==> src/rtl/sampler_pkg.sv <==
// Shared types and default widths for the sampler note playback engine.
package sampler_pkg;

  localparam int DEFAULT_ADDR_W = 20;
  localparam int DEFAULT_DATA_W = 16;
  localparam int DEFAULT_LEN_W  = 16;
  localparam int DEFAULT_FRAC_W = 8;

  typedef enum logic [1:0] {
    IDLE  = 2'd0,
    PLAY  = 2'd1,
    FETCH = 2'd2,
    DRAIN = 2'd3
  } state_e;

  typedef struct packed {
    logic [DEFAULT_ADDR_W-1:0]               base;
    logic [DEFAULT_LEN_W-1:0]                len;
    logic [DEFAULT_LEN_W+DEFAULT_FRAC_W-1:0] step;
  } note_desc_t;

endpackage

==> src/rtl/note_sample_engine_phase_accumulator.sv <==
// Fixed-point phase accumulator: holds base and step of the current note and
// presents the sample address the next advance would fetch.
module phase_accumulator #(
  parameter int ADDR_W = 20,
  parameter int LEN_W  = 16,
  parameter int FRAC_W = 8
) (
  input  logic                    clk,
  input  logic                    rst_n,
  input  logic                    load_i,
  input  logic [ADDR_W-1:0]       base_i,
  input  logic [LEN_W+FRAC_W-1:0] step_i,
  input  logic                    advance_i,
  output logic [ADDR_W-1:0]       next_addr_o
);

  localparam int PH_W = LEN_W + FRAC_W;

  logic [ADDR_W-1:0] base_q, base_d;
  logic [PH_W-1:0]   step_q, step_d;
  logic [PH_W-1:0]   phase_q, phase_d;
  logic [PH_W-1:0]   phase_sum;
  logic [LEN_W-1:0]  int_part;

  // Sum wraps modulo 2^PH_W; only the integer part steers the address.
  assign phase_sum   = phase_q + step_q;
  assign int_part    = phase_sum[PH_W-1:FRAC_W];
  assign next_addr_o = base_q + ADDR_W'(int_part);

  always_comb begin
    base_d  = base_q;
    step_d  = step_q;
    phase_d = phase_q;
    if (load_i) begin
      base_d  = base_i;
      step_d  = step_i;
      phase_d = '0;
    end else if (advance_i) begin
      phase_d = phase_sum;
    end
  end

  always_ff @(posedge clk or negedge rst_n) begin
    if (!rst_n) begin
      base_q  <= '0;
      step_q  <= '0;
      phase_q <= '0;
    end else begin
      base_q  <= base_d;
      step_q  <= step_d;
      phase_q <= phase_d;
    end
  end

endmodule

==> src/rtl/note_sample_engine.sv <==
// Note playback datapath: preloads and fetches samples over req/ack, counts
// played samples and publishes the buffered sample on each Done pulse.
module note_sample_engine
  import sampler_pkg::*;
#(
  parameter int ADDR_W = DEFAULT_ADDR_W,
  parameter int DATA_W = DEFAULT_DATA_W,
  parameter int LEN_W  = DEFAULT_LEN_W,
  parameter int FRAC_W = DEFAULT_FRAC_W
) (
  input  logic                    Clk,
  input  logic                    Reset_n,
  input  logic                    note_start,
  input  logic [ADDR_W-1:0]       note_base,
  input  logic [LEN_W-1:0]        note_len,
  input  logic [LEN_W+FRAC_W-1:0] note_step,
  input  logic                    note_stop,
  input  logic                    increment,
  input  logic                    count_inc,
  input  logic                    Done,
  output logic                    new_note,
  output logic                    count_done,
  output logic                    mem_rd_req,
  output logic [ADDR_W-1:0]       mem_addr,
  input  logic                    mem_rd_ack,
  input  logic [DATA_W-1:0]       mem_rdata,
  output logic [DATA_W-1:0]       sample_out,
  output logic                    sample_valid,
  output logic                    underrun
);

  state_e            state_q, state_d;
  logic [LEN_W-1:0]  len_q, len_d;
  logic [LEN_W-1:0]  count_q, count_d;
  logic [DATA_W-1:0] fbuf_q, fbuf_d;
  logic              fbuf_valid_q, fbuf_valid_d;
  logic [DATA_W-1:0] sample_q, sample_d;
  logic              sample_valid_q, sample_valid_d;
  logic              underrun_q, underrun_d;
  logic              req_q, req_d;
  logic [ADDR_W-1:0] addr_q, addr_d;
  logic              pend_valid_q, pend_valid_d;
  logic [ADDR_W-1:0] pend_addr_q, pend_addr_d;
  logic              done_seen_q, done_seen_d;

  logic              active;
  logic              start_ok;
  logic              advance;
  logic              outstanding;
  logic              note_end;
  logic [ADDR_W-1:0] acc_addr;

  assign active      = (state_q == PLAY) || (state_q == FETCH);
  assign start_ok    = (state_q == IDLE) && note_start && !note_stop && (note_len != '0);
  assign advance     = active && increment;
  // An ack in this cycle completes the fetch, so nothing is left to drain.
  assign outstanding = req_q && !mem_rd_ack;
  assign note_end    = active && done_seen_q && count_done;

  phase_accumulator #(
    .ADDR_W(ADDR_W),
    .LEN_W (LEN_W),
    .FRAC_W(FRAC_W)
  ) u_phase (
    .clk        (Clk),
    .rst_n      (Reset_n),
    .load_i     (start_ok),
    .base_i     (note_base),
    .step_i     (note_step),
    .advance_i  (advance),
    .next_addr_o(acc_addr)
  );

  // NOTE: every _d gets its hold value first so no path through this block can infer a latch.
  always_comb begin
    state_d        = state_q;
    len_d          = len_q;
    count_d        = count_q;
    fbuf_d         = fbuf_q;
    fbuf_valid_d   = fbuf_valid_q;
    sample_d       = sample_q;
    sample_valid_d = 1'b0;
    underrun_d     = underrun_q;
    req_d          = req_q;
    addr_d         = addr_q;
    pend_valid_d   = pend_valid_q;
    pend_addr_d    = pend_addr_q;
    done_seen_d    = active && Done;

    if (active && count_inc && (count_q != len_q)) begin
      count_d = count_q + LEN_W'(1);
    end

    // Done consumes the buffer before a same-cycle ack refills it below.
    if (active && Done) begin
      sample_valid_d = 1'b1;
      if (fbuf_valid_q) begin
        sample_d     = fbuf_q;
        fbuf_valid_d = 1'b0;
      end else begin
        underrun_d = 1'b1;
      end
    end

    case (state_q)
      IDLE: begin
        if (start_ok) begin
          len_d        = note_len;
          count_d      = '0;
          underrun_d   = 1'b0;
          fbuf_valid_d = 1'b0;
          pend_valid_d = 1'b0;
          addr_d       = note_base;
          req_d        = 1'b1;
          state_d      = FETCH;
        end
      end
      PLAY: begin
        if (advance) begin
          addr_d  = acc_addr;
          req_d   = 1'b1;
          state_d = FETCH;
        end
      end
      FETCH: begin
        if (mem_rd_ack) begin
          fbuf_d       = mem_rdata;
          fbuf_valid_d = 1'b1;
          pend_valid_d = 1'b0;
          if (advance) begin
            addr_d = acc_addr;
          end else if (pend_valid_q) begin
            addr_d = pend_addr_q;
          end else begin
            req_d   = 1'b0;
            state_d = PLAY;
          end
        end else if (advance) begin
          pend_addr_d  = acc_addr;
          pend_valid_d = 1'b1;
        end
      end
      DRAIN: begin
        if (mem_rd_ack) begin
          req_d   = 1'b0;
          state_d = IDLE;
        end
      end
      default: state_d = IDLE;
    endcase

    if (active && (note_stop || note_end)) begin
      pend_valid_d = 1'b0;
      addr_d       = addr_q;
      req_d        = outstanding;
      state_d      = outstanding ? DRAIN : IDLE;
    end
  end

  // NOTE: sequential state uses non-blocking assignments so all registers update from pre-edge values.
  always_ff @(posedge Clk or negedge Reset_n) begin
    if (!Reset_n) begin
      state_q        <= IDLE;
      len_q          <= '0;
      count_q        <= '0;
      fbuf_q         <= '0;
      fbuf_valid_q   <= 1'b0;
      sample_q       <= '0;
      sample_valid_q <= 1'b0;
      underrun_q     <= 1'b0;
      req_q          <= 1'b0;
      addr_q         <= '0;
      pend_valid_q   <= 1'b0;
      pend_addr_q    <= '0;
      done_seen_q    <= 1'b0;
    end else begin
      state_q        <= state_d;
      len_q          <= len_d;
      count_q        <= count_d;
      fbuf_q         <= fbuf_d;
      fbuf_valid_q   <= fbuf_valid_d;
      sample_q       <= sample_d;
      sample_valid_q <= sample_valid_d;
      underrun_q     <= underrun_d;
      req_q          <= req_d;
      addr_q         <= addr_d;
      pend_valid_q   <= pend_valid_d;
      pend_addr_q    <= pend_addr_d;
      done_seen_q    <= done_seen_d;
    end
  end

  assign new_note     = active;
  assign count_done   = (state_q != IDLE) && (count_q == len_q);
  assign mem_rd_req   = req_q;
  assign mem_addr     = addr_q;
  assign sample_out   = sample_q;
  assign sample_valid = sample_valid_q;
  assign underrun     = underrun_q;

endmodule

==> config.mk <==
export PLATFORM = sky130hd
export DESIGN_NAME = note_sample_engine
export DESIGN_NICKNAME = d
export VERILOG_FILES = /design/src/rtl/sampler_pkg.sv /design/src/rtl/note_sample_engine_phase_accumulator.sv /design/src/rtl/note_sample_engine.sv
export SDC_FILE = /design/constraint.sdc
export NUM_CORES = 1
export LEC_CHECK = 0
export ABC_CLOCK_PERIOD_IN_PS = 4700
export BUFFER_PORTS_ARGS = -buffer_cell sky130_fd_sc_hd__buf_2
export CELL_PAD_IN_SITES_DETAIL_PLACEMENT = 1
export CELL_PAD_IN_SITES_GLOBAL_PLACEMENT = 1
export CORE_ASPECT_RATIO = 1.4
export CORE_MARGIN = 2
export CORE_UTILIZATION = 45
export CTS_CLUSTER_DIAMETER = 60
export CTS_CLUSTER_SIZE = 25
export DETAILED_ROUTE_END_ITERATION = 8
export HOLD_SLACK_MARGIN = 0.06
export PLACE_DENSITY = 0.81
export SLEW_MARGIN = 20
export SYNTH_ARGS = -nofsm -noshare
export SYNTH_HDL_FRONTEND = slang
export SYNTH_HIERARCHICAL = 1
export SYNTH_SLANG_ARGS = --single-unit
==> constraint.sdc <==
create_clock -name Clk -period 4.7 [get_ports Clk]
set_input_delay 0.94 -clock Clk [delete_from_list [all_inputs] [get_ports Clk]]
set_output_delay 0.94 -clock Clk [all_outputs]
set_load 0.1 [all_outputs]
Word level (Yosys, flattened, before mapping)
Cells that the tools add are included.
W data, S select, Z words.
Storage, ports and cells
  flip-flop bits (word level): 180
  logic and storage cells: 107
  output and inout port bits: 41
  bits of input ports: 84
Cells by class
  reduce and logical (&&, ||, !) cells: 29
  equality and inequality tests: 16
  muxes and demuxes: 41
  bitwise operators: 2
  add/sub/neg operators: 3
Operators with widths (count)
  $mux W20: 5
  $pmux W20 S3: 1
  $mux W16: 3
  $mux W24: 2
  $add A24 B24 Y24: 1
  $add A20 B16 Y20: 1
  $mux W1: 18
  $add A16 B1 Y16 const B: 1
  $eq A16 B16 Y1: 1
  $mux W2: 8
  $ne A16 B16 Y1: 1
  $reduce_bool A16 Y1: 1
  $ne A3 B2 Y1 const B: 5
  $logic_and A1 B1 Y1: 12
  $reduce_and A6 Y1: 2
  $pmux W2 S4: 1
  $ne A2 B2 Y1 const B: 3
  $ne A3 B3 Y1 const B: 2
  $reduce_and A2 Y1: 3
  $reduce_and A3 Y1: 2
  $reduce_bool A3 Y1: 2
  $eq A2 B2 Y1 const B: 2
  $ne A4 B3 Y1 const B: 1
  $pmux W1 S2: 2
  other kinds (7): 11

Depth between registers and ports, before layout
Gate-level depths: netlist of run 1.
  word-level depth: 8
  depth in mapped cells: 20

Hierarchy
The synthesis of run 1 kept the hierarchy.
By module, submodules not included
  note_sample_engine: area an instance 5225.0 um2, sequential area each 2752.6 um2, instances 1, cells an instance 460
  phase_accumulator: area an instance 4850.9 um2, sequential area each 1701.6 um2, instances 1, cells an instance 491

Worst setup path before layout of run 1
No wires, ideal clock.
  path type: register to register
  start: register u_phase.step_q[0]
  end: register addr_q[19] (netlist: mem_addr[19])
  stages on the path, launching flop included: 20
  data arrival time: 4013 ps
  library setup time: 126 ps
  period minus slack after synthesis: 4140 ps
  slack: 560 ps
  cell sequence: dfrtp_1 ha_1 fa_1 a21oi_1 o21ai_1 a21oi_2 o21a_2 o21ai_0 xnor2_1 ha_1 o221ai_1 o32ai_1 a211oi_2 nor3_2 o41ai_2 a21oi_1 xor2_1 a22oi_1 a21oi_1 mux2_4
Between the ends
  cells in the longest elaborated chain, start to end: 5
RTL lines
  start, declared: RTL line note_sample_engine_phase_accumulator.sv:20  | logic [PH_W-1:0] step_q, step_d;
  start signal, assigned: RTL line note_sample_engine_phase_accumulator.sv:50  | step_q <= step_d;
  $add A24 B24 Y24 *: RTL line note_sample_engine_phase_accumulator.sv:26  | assign phase_sum = phase_q + step_q;
  $add A20 B16 Y20 *: RTL line note_sample_engine_phase_accumulator.sv:28  | assign next_addr_o = base_q + ADDR_W'(int_part);
  via acc_addr[19]: RTL line note_sample_engine.sv:51  | logic [ADDR_W-1:0] acc_addr;
  $mux W20: RTL line note_sample_engine.sv:130  | if (advance) begin
  $mux W20: RTL line note_sample_engine.sv:126  | if (mem_rd_ack) begin
  $pmux W20 S3 *: RTL line note_sample_engine.sv:105  | case (state_q)
  end signal, assigned: RTL line note_sample_engine.sv:186  | addr_q <= addr_d;
  end, declared: RTL line note_sample_engine.sv:41  | logic [ADDR_W-1:0] addr_q, addr_d;
Mark *: on every way through the listed nets, which the timed path passes. The rest lies on a longest branch. The select of a mux whose other input is x is not followed.
A chain may end at the register's enable or synchronous reset.

Worst setup path after layout of run 1
  start: register u_phase.step_q[0]
  end: register addr_q[18] (netlist: mem_addr[18])
The elaborated chain is that of the path after synthesis.

==> metrics.md, run 1 <==
| Metric | Value |
|---|---|
| Status | finished, final reports clean |
| Longest Clk Path Bufs | 2 |
| Sequential area share after synthesis | 0.442 |
| Initial DRC count | just over 300 |
| MaxCap Viol Count | 0 |
| Largest net degree at the start of global routing | 102 |
| Hold Path Sink | sample_out[2]$_DFFE_PN0P_ |
| CP max stage cell | fa_1 |
| Synthesized cell area | just over 10000 um^2 |
| DRC viols | 0 |
| Hold Path Depth | 1 |
| Final Cycle Share | 0.935 |
| Clock root buffer | clkbuf_16 |
| Detail Placement HPWL | about 18000 um |
| Clock slew at reported path FFs | 0.07 ns |
| Clock buffers created by TritonCTS | 17 |
| Share of cells above drive strength 1 | 0.299 |
| Flops & latches, synth | about 180 |
| CP required | 5.02 ns |
| Fill count | roughly 2500 |
| Layout area overhead | 15.4% |
| Worst Skew | roughly 0.012 ns |
| Synth Flop Type | dfrtp_1 |
| Family with the most delay on the worst path | compound AO/OA/AOI/OAI gates |
| EDFF count, synth | 0 |
| Final Max Slew Viols | 0 |
| Rows | 64 |
| DRT Pass-1 Iters | 4 |
| Syn nets | ~1100 |
| Post-synthesis async set-or-reset flop share | 1.00 |
| CP arrival | 4.72 ns |
| CP cell instances | ha_1 > fa_2 > a21oi_1 > o21ai_1 > a21oi_2 > buf_4 > xnor2_1 > ha_1 > inv_1 > fa_1 > nand2b_1 > a21o_1 > a21o_1 > nand3_1 > a221oi_1 > buf_4 > o21ai_0 > xor2_1 > a22oi_1 > a21oi_1 > mux2_4 |
| Io pins | between 100 and 150 |
| Synth Instances | between 900 and 1000 |
| Min cycle time layout | roughly 4.4 ns |
| Detailed-route via count | around 7600 |
| FMAX | 228 MHz |
| Buf+Inv Stages, Crit Path | 3 |
| Avg Inst Size Synth | between 10 and 15 um^2 |
| Total core area | around 22000 um^2 |
| Routed wire length | 25100 um |
| Final Hold Fails | 0 |
| Die area | roughly 24000 um^2 |
| CTS tree | built |
| # port buffers | ~120 |
| Htree depth | 4 |
| Worst setup SP type | flop |
| Average routed wire per standard cell | 18.3 um |
| Ys Warns | 6 |
| CP max stage delay | 0.40 ns |
| Worst-Margin Slew | between 1 and 1.5 ns |
| CP Max Fanout | 4 |
| ANT nets after route | 0 |
| Clk Latency, worst-skew pair | ~0.44 ns |
| Sum Neg Setup Slack | 0 ns |
| Antenna Cells | 0 |
| Die H | 181 um |
| Final Setup Violations | 0 |
| Reg2reg path depth | 21 |
| Critical path type | reg2reg |
| Max_slew headroom | 0.281 |
| Number of global-route vias before repair | approximately 8200 |
| Synth cell types | 78 |
| RR Startpoint | u_phase/step_q[0]$_DFFE_PN0P_ |
| DR vias/cell | roughly 5.5 |
| Most frequent cells in the layout | 178 x dfrtp_1, 123 x buf_2, 95 x mux2_2, 93 x nand2_1, 71 x nor2_1 |
| Hold Startpoint | sample_out[2]$_DFFE_PN0P_ |
| Most common cell after layout, fill and taps aside | dfrtp_1 |
| Final Util | 0.530 |
| First-pass GRT wire length | between 40000 and 50000 um |
| RePlAce Congestion | 0.864 |
| GRT Total Usage | 0.218 |
| Initial antenna violation count | 0 |
| Worst Setup End Kind | flop |
| Die Wd | approximately 130 um |
| Gr ovfl total | 0 |
| Initial core utilization | 0.459 |
| Clock Sink Count | 178 |
| RR Endpoint | mem_addr[18]$_DFFE_PN0P_ |
| R2R Setup Slk | just over 0.3 ns |
| Hold crit path type | reg2reg |
| Nets | between 1000 and 1500 |
## worst register-to-register path: stages (launching register included)
cell and delay [ns]:
dfrtp_1 0.39, ha_1 0.26, fa_2 0.38, a21oi_1 0.15, o21ai_1 0.10, a21oi_2 0.17, buf_4 0.16, xnor2_1 0.16
ha_1 0.21, inv_1 0.06, fa_1 0.40, nand2b_1 0.20, a21o_1 0.19, a21o_1 0.18, nand3_1 0.10, a221oi_1 0.09
buf_4 0.16, o21ai_0 0.21, xor2_1 0.13, a22oi_1 0.20, a21oi_1 0.10, mux2_4 0.27
## worst max-delay path by stage
stage | from | end | cells after the start
CTS | u_phase/step_q[1]$_DFFE_PN0P_ | mem_addr[19]$_DFFE_PN0P_ | 19
global route | u_phase/step_q[3]$_DFFE_PN0P_ | mem_addr[19]$_DFFE_PN0P_ | 19
finish | u_phase/step_q[0]$_DFFE_PN0P_ | mem_addr[18]$_DFFE_PN0P_ | 21
detailed placement | u_phase/step_q[1]$_DFFE_PN0P_ | mem_addr[19]$_DFFE_PN0P_ | 19
global placement | u_phase/step_q[0]$_DFFE_PN0P_ | mem_addr[17]$_DFFE_PN0P_ | 19
floorplan | u_phase/step_q[0]$_DFFE_PN0P_ | mem_addr[19]$_DFFE_PN0P_ | 19
## Yosys cell counts, types with 3 or more instances
| cell type | count | area [um^2] |
|---|---|---|
| mux2_4 | 20 | 300 |
| o21ai_0 | 26 | 130 |
| a31oi_1 | 4 | 25.0 |
| a211oi_1 | 4 | 30.0 |
| a22oi_1 | 21 | 158 |
| ha_1 | 45 | 563 |
| o21ai_1 | 5 | 25.0 |
| a21o_1 | 18 | 135 |
| mux2_2 | 95 | 1070 |
| buf_1 | 7 | 26.3 |
| dfrtp_1 | 178 | 4450 |
| inv_1 | 36 | 135 |
| nor4_1 | 14 | 87.6 |
| o21bai_1 | 3 | 22.5 |
| o211ai_1 | 9 | 67.6 |
| or3_1 | 3 | 18.8 |
| nor4b_1 | 4 | 35.0 |
| a221o_1 | 4 | 40.0 |
| a21oi_1 | 65 | 325 |
| and3_1 | 4 | 25.0 |
| nand2_1 | 93 | 349 |
| xor2_1 | 31 | 272 |
| nor3_1 | 9 | 45.0 |
| clkbuf_1 | 30 | 113 |
| xnor2_1 | 33 | 289 |
| o21ai_2 | 3 | 26.3 |
| nand4_1 | 13 | 81.3 |
| mux2i_1 | 15 | 150 |
| and2_1 | 5 | 31.3 |
| nor2b_1 | 4 | 25.0 |
| nor2_1 | 71 | 267 |
| nand3_1 | 18 | 90.1 |
| nor4_2 | 4 | 50.1 |
## area by class of cell
class / count / area [um^2] / share of cell area
Multi-Input combinational cell: 693 / 5340 / 0.459
Clock buffer: 21 / 480 / 0.0413
Inverter: 37 / 140 / 0.0120
Sequential cell: 178 / 4450 / 0.383
Timing Repair Buffer: 138 / 744 / 0.0640
Tap cell: 297 / 372 / 0.0320
Clock inverter: 11 / 98.8 / 0.00850
## sequential cells by signal (all words and copies together), names as in the netlist
name / flops
u_phase/phase_q: 24
u_phase/step_q: 24
mem_addr: 20
pend_addr_q: 20
u_phase/base_q: 20
count_q: 16
fbuf_q: 16
len_q: 16
sample_out: 16
state_q: 2
done_seen_q: 1
fbuf_valid_q: 1
pend_valid_q: 1
underrun: 1
## cell families after synthesis
kind of cell,share of synthesized area
multiplexers,0.151
adder cells (fa/ha/maj),0.0599
XOR/XNOR,0.0580
buffers and inverters,0.0320
flip-flops,0.442
AO/OA/AOI/OAI,0.131
AND/OR/NAND/NOR,0.127
## repair_timing
item,in CTS,in global routing
gates resized for setup,0,11
hold endpoints to repair,0,0
endpoints found under the setup margin,0,3
buffers inserted,0,3
hold buffers,0,0
## metal layers
layer  global-route usage  wire length, um  vias up
li1                     -                -     3637
met1                0.254            10300     3773
met2                0.396            13500      126
met3               0.0338              696       38
met4               0.0843              649        0
met5                    0                0        -
## metrics by stage
stage	cells	instance area (um^2)	hold slack (ns)	setup slack (ns)
final	1375	11600	0.499	0.307
after global routing	1375	11600	0.523	-0.0165
after CTS	1372	11600	0.505	0.142
after detailed placement	1340	11000	0.488	0.165
after global placement	1340	11000	0.479	0.307
after floorplan	951	10100	0.466	0.560
Power of run 1 is left out: the tool's default activity adds up to more than one toggle a clock period on the data nets, which glitch-free logic cannot reach.
==> inputs of run 2 (changes only) <==
- ABC_CLOCK_PERIOD_IN_PS: 4700 -> 4800
- HOLD_SLACK_MARGIN: 0.06 -> not set
- SKIP_CTS_REPAIR_TIMING: not set -> 1
- clock period: 4.7 -> 4.8 ns (I/O delays scaled with it)
==> run 2 against run 1 <==
  * Sequential share of layout area grew 0.11 points
  * Non-clock buffer count shrank 2
  * Critical endpoint unchanged
  * Sequential cell count is the same
  * Register-to-register slack lost 0.02 ns
  * Clock skew is essentially flat
  * Critical path depth is the same
  * Hold slack gained 0.00098 ns
  * Maximum frequency shrank 2.6%
  * Die area is the same
  * Global-route usage grew 0.58 points
  * Wire length grew 2.3%
  * Worst setup slack lost 0.017 ns
==> metrics.md, run 2 (synthesis gave the netlist of run 1 again) <==
| Metric | Value |
|---|---|
| Initial DRC count | 332 (+7.1%) |
| Worst-Margin Slew | 1.06 ns (-0.0152 ns) |
| Final Setup Violations | 0 (unchanged) |
| GRT Total Usage | 0.224 (+0.00581) |
| Io pins | 125 (unchanged) |
| CP cell instances | ha_1 > fa_2 > a21oi_1 > o21ai_1 > a21oi_2 > buf_4 > xnor2_1 > ha_1 > inv_1 > fa_1 > nand2b_1 > a21o_1 > a21o_1 > nand3_1 > a221oi_1 > buf_4 > o21ai_0 > xor2_1 > a22oi_1 > a21oi_1 > mux2_4 |
| Placed cells | 1340 (unchanged) |
| Die H | 181 um (unchanged) |
| Biggest regs | u_phase/phase_q (24), u_phase/step_q (24) |
| CP max stage delay | 0.39 ns (about the same) |
| Final Cycle Share | 0.940 (+0.00491) |
| Worst setup SP type | flop |
| Worst Setup End Kind | flop |
| Final Hold Fails | 0 (unchanged) |
| DRT Pass-1 Iters | 5 (+1) |
| Sum Neg Setup Slack | 0 ns (unchanged) |
| First-pass GRT wire length | 41900 um (+2.5%) |
| Critical path type | reg2reg |
| CP endpoint | mem_addr[18]$_DFFE_PN0P_ |
| Clock Sink Count | 178 (unchanged) |
| FMAX | 222 MHz (-2.6%) |
| Max_slew headroom | 0.291 (+0.0101) |
| Initial antenna violation count | 0 (unchanged) |
| Rows | 64 (unchanged) |
| R2R Setup Slk | 0.29 ns (-0.02 ns) |
| Die area | 23600 um^2 (unchanged) |
| Detailed-route via count | 7656 (+1.1%) |
| Clock root buffer | clkbuf_16 |
| Die Wd | 130 um (unchanged) |
| Buf+Inv Stages, Crit Path | 3 (unchanged) |
| ANT nets after route | 0 (unchanged) |
| Worst Skew | 0.0119 ns (-0.000449 ns) |
| RR Endpoint | mem_addr[18]$_DFFE_PN0P_ |
| Layout area overhead | 15.1% |
| Clock slew at reported path FFs | 0.07 ns (about the same) |
| Largest net degree at the start of global routing | 179 (+75%) |
| Longest Clk Path Bufs | 2 (unchanged) |
| Hold crit path type | reg2reg |
| Critical Path Start | u_phase/step_q[0]$_DFFE_PN0P_ |
| MaxCap Viol Count | 0 (unchanged) |
| DRC viols | 0 (unchanged) |
| Nets | 1194 (-0.17%) |
| Total core area | 21900 um^2 (unchanged) |
| Clk Latency, worst-skew pair | 0.44 ns (about the same) |
| DR vias/cell | 5.58 (+1.2%) |
| Number of global-route vias before repair | 8336 (+2.1%) |
| Reg2reg path depth | 21 (unchanged) |
| RR Startpoint | u_phase/step_q[0]$_DFFE_PN0P_ |
| DP Area | 11000 um^2 (unchanged) |
| Final Util | 0.529 (-0.00148) |
| RePlAce Congestion | 0.861 (-0.36%) |
| Family with the most delay on the worst path | compound AO/OA/AOI/OAI gates |
| CP max stage cell | dfrtp_1 |
| Antenna Cells | 0 (unchanged) |
| Average routed wire per standard cell | 18.7 um (+2.4%) |
| Routed wire length | 25700 um (+2.3%) |
| Most frequent cells in the layout | 178 x dfrtp_1, 123 x buf_2, 95 x mux2_2, 93 x nand2_1, 71 x nor2_1 |
| CP arrival | 4.83 ns (+0.11 ns) |
| Final Max Slew Viols | 0 (unchanged) |
| Gr ovfl total | 0 (unchanged) |
| Design area | 11600 um^2 (-0.28%) |
| Htree depth | 4 (unchanged) |
| Status | finished, final reports clean |
| Initial core utilization | 0.459 (unchanged) |
| Clock buffers created by TritonCTS | 17 (unchanged) |
| RSZ-0062 raised after global routing | no |
| Stages on worst setup path | 21 (unchanged) |
| Non-filler cells, final | 1373 (-0.15%) |
| Fill count | 2481 (-1.0%) |
| CP Max Fanout | 4 (unchanged) |
| CTS tree | built |
| # port buffers | 124 (unchanged) |
| Min cycle time layout | 4.51 ns (+0.117 ns) |
| CP required | 5.12 ns (+0.10 ns) |
| Share of cells above drive strength 1 | 0.296 (-0.00223) |
| Most common cell after layout, fill and taps aside | dfrtp_1 |
| Detail Placement HPWL | 18700 um (+1.6%) |
## run 2: area by class of cell
| class | count | area [um^2] | area share |
|---|---|---|---|
| clock buffers | 17 | 425 | 0.0367 |
| clock inverters | 15 | 148 | 0.0127 |
| inverters | 37 | 140 | 0.0121 |
| multi-input cells | 693 | 5330 | 0.459 |
| flip-flops and latches | 178 | 4450 | 0.384 |
| well taps | 297 | 372 | 0.0320 |
| repair buffers | 136 | 729 | 0.0629 |
## run 2: how the worst min path moves through the flow
stage	start	endpoint	depth (start not counted)
2_1_floorplan	len_q[0]$_DFFE_PN0P_	len_q[0]$_DFFE_PN0P_	2
3_3_place_gp	fbuf_q[4]$_DFFE_PN0P_	sample_out[4]$_DFFE_PN0P_	1
3_5_place_dp	sample_out[12]$_DFFE_PN0P_	sample_out[12]$_DFFE_PN0P_	1
4_1_cts	sample_out[12]$_DFFE_PN0P_	sample_out[12]$_DFFE_PN0P_	1
5_1_grt	fbuf_q[15]$_DFFE_PN0P_	sample_out[15]$_DFFE_PN0P_	1
6_report	fbuf_q[15]$_DFFE_PN0P_	sample_out[15]$_DFFE_PN0P_	1
## run 2: through the flow
stage                     worst slack, ns  hold slack [ns]
after floorplan                     0.660            0.466
after global placement              0.401            0.478
after detailed placement            0.217            0.489
after CTS                           0.187            0.504
after global routing               0.0333            0.516
final                               0.290            0.500
## run 2: worst reg2reg max path, stage by stage (launching register included)
cell and delay, ns:
dfrtp_1 0.39, ha_1 0.25, fa_2 0.38, a21oi_1 0.17
o21ai_1 0.10, a21oi_2 0.16, buf_4 0.16, xnor2_1 0.18
ha_1 0.24, inv_1 0.06, fa_1 0.40, nand2b_1 0.19
a21o_1 0.19, a21o_1 0.19, nand3_1 0.12, a221oi_1 0.10
buf_4 0.16, o21ai_0 0.21, xor2_1 0.13, a22oi_1 0.23
a21oi_1 0.11, mux2_4 0.27
## run 2: metal layers
layer	up-vias	wire length (um)	global-route usage
met3	25	645	0.0326
li1	3627	-	-
met2	119	14100	0.418
met1	3885	10400	0.259
met5	-	0	0
met4	0	552	0.0715
Power of run 2 is left out for the same reason.
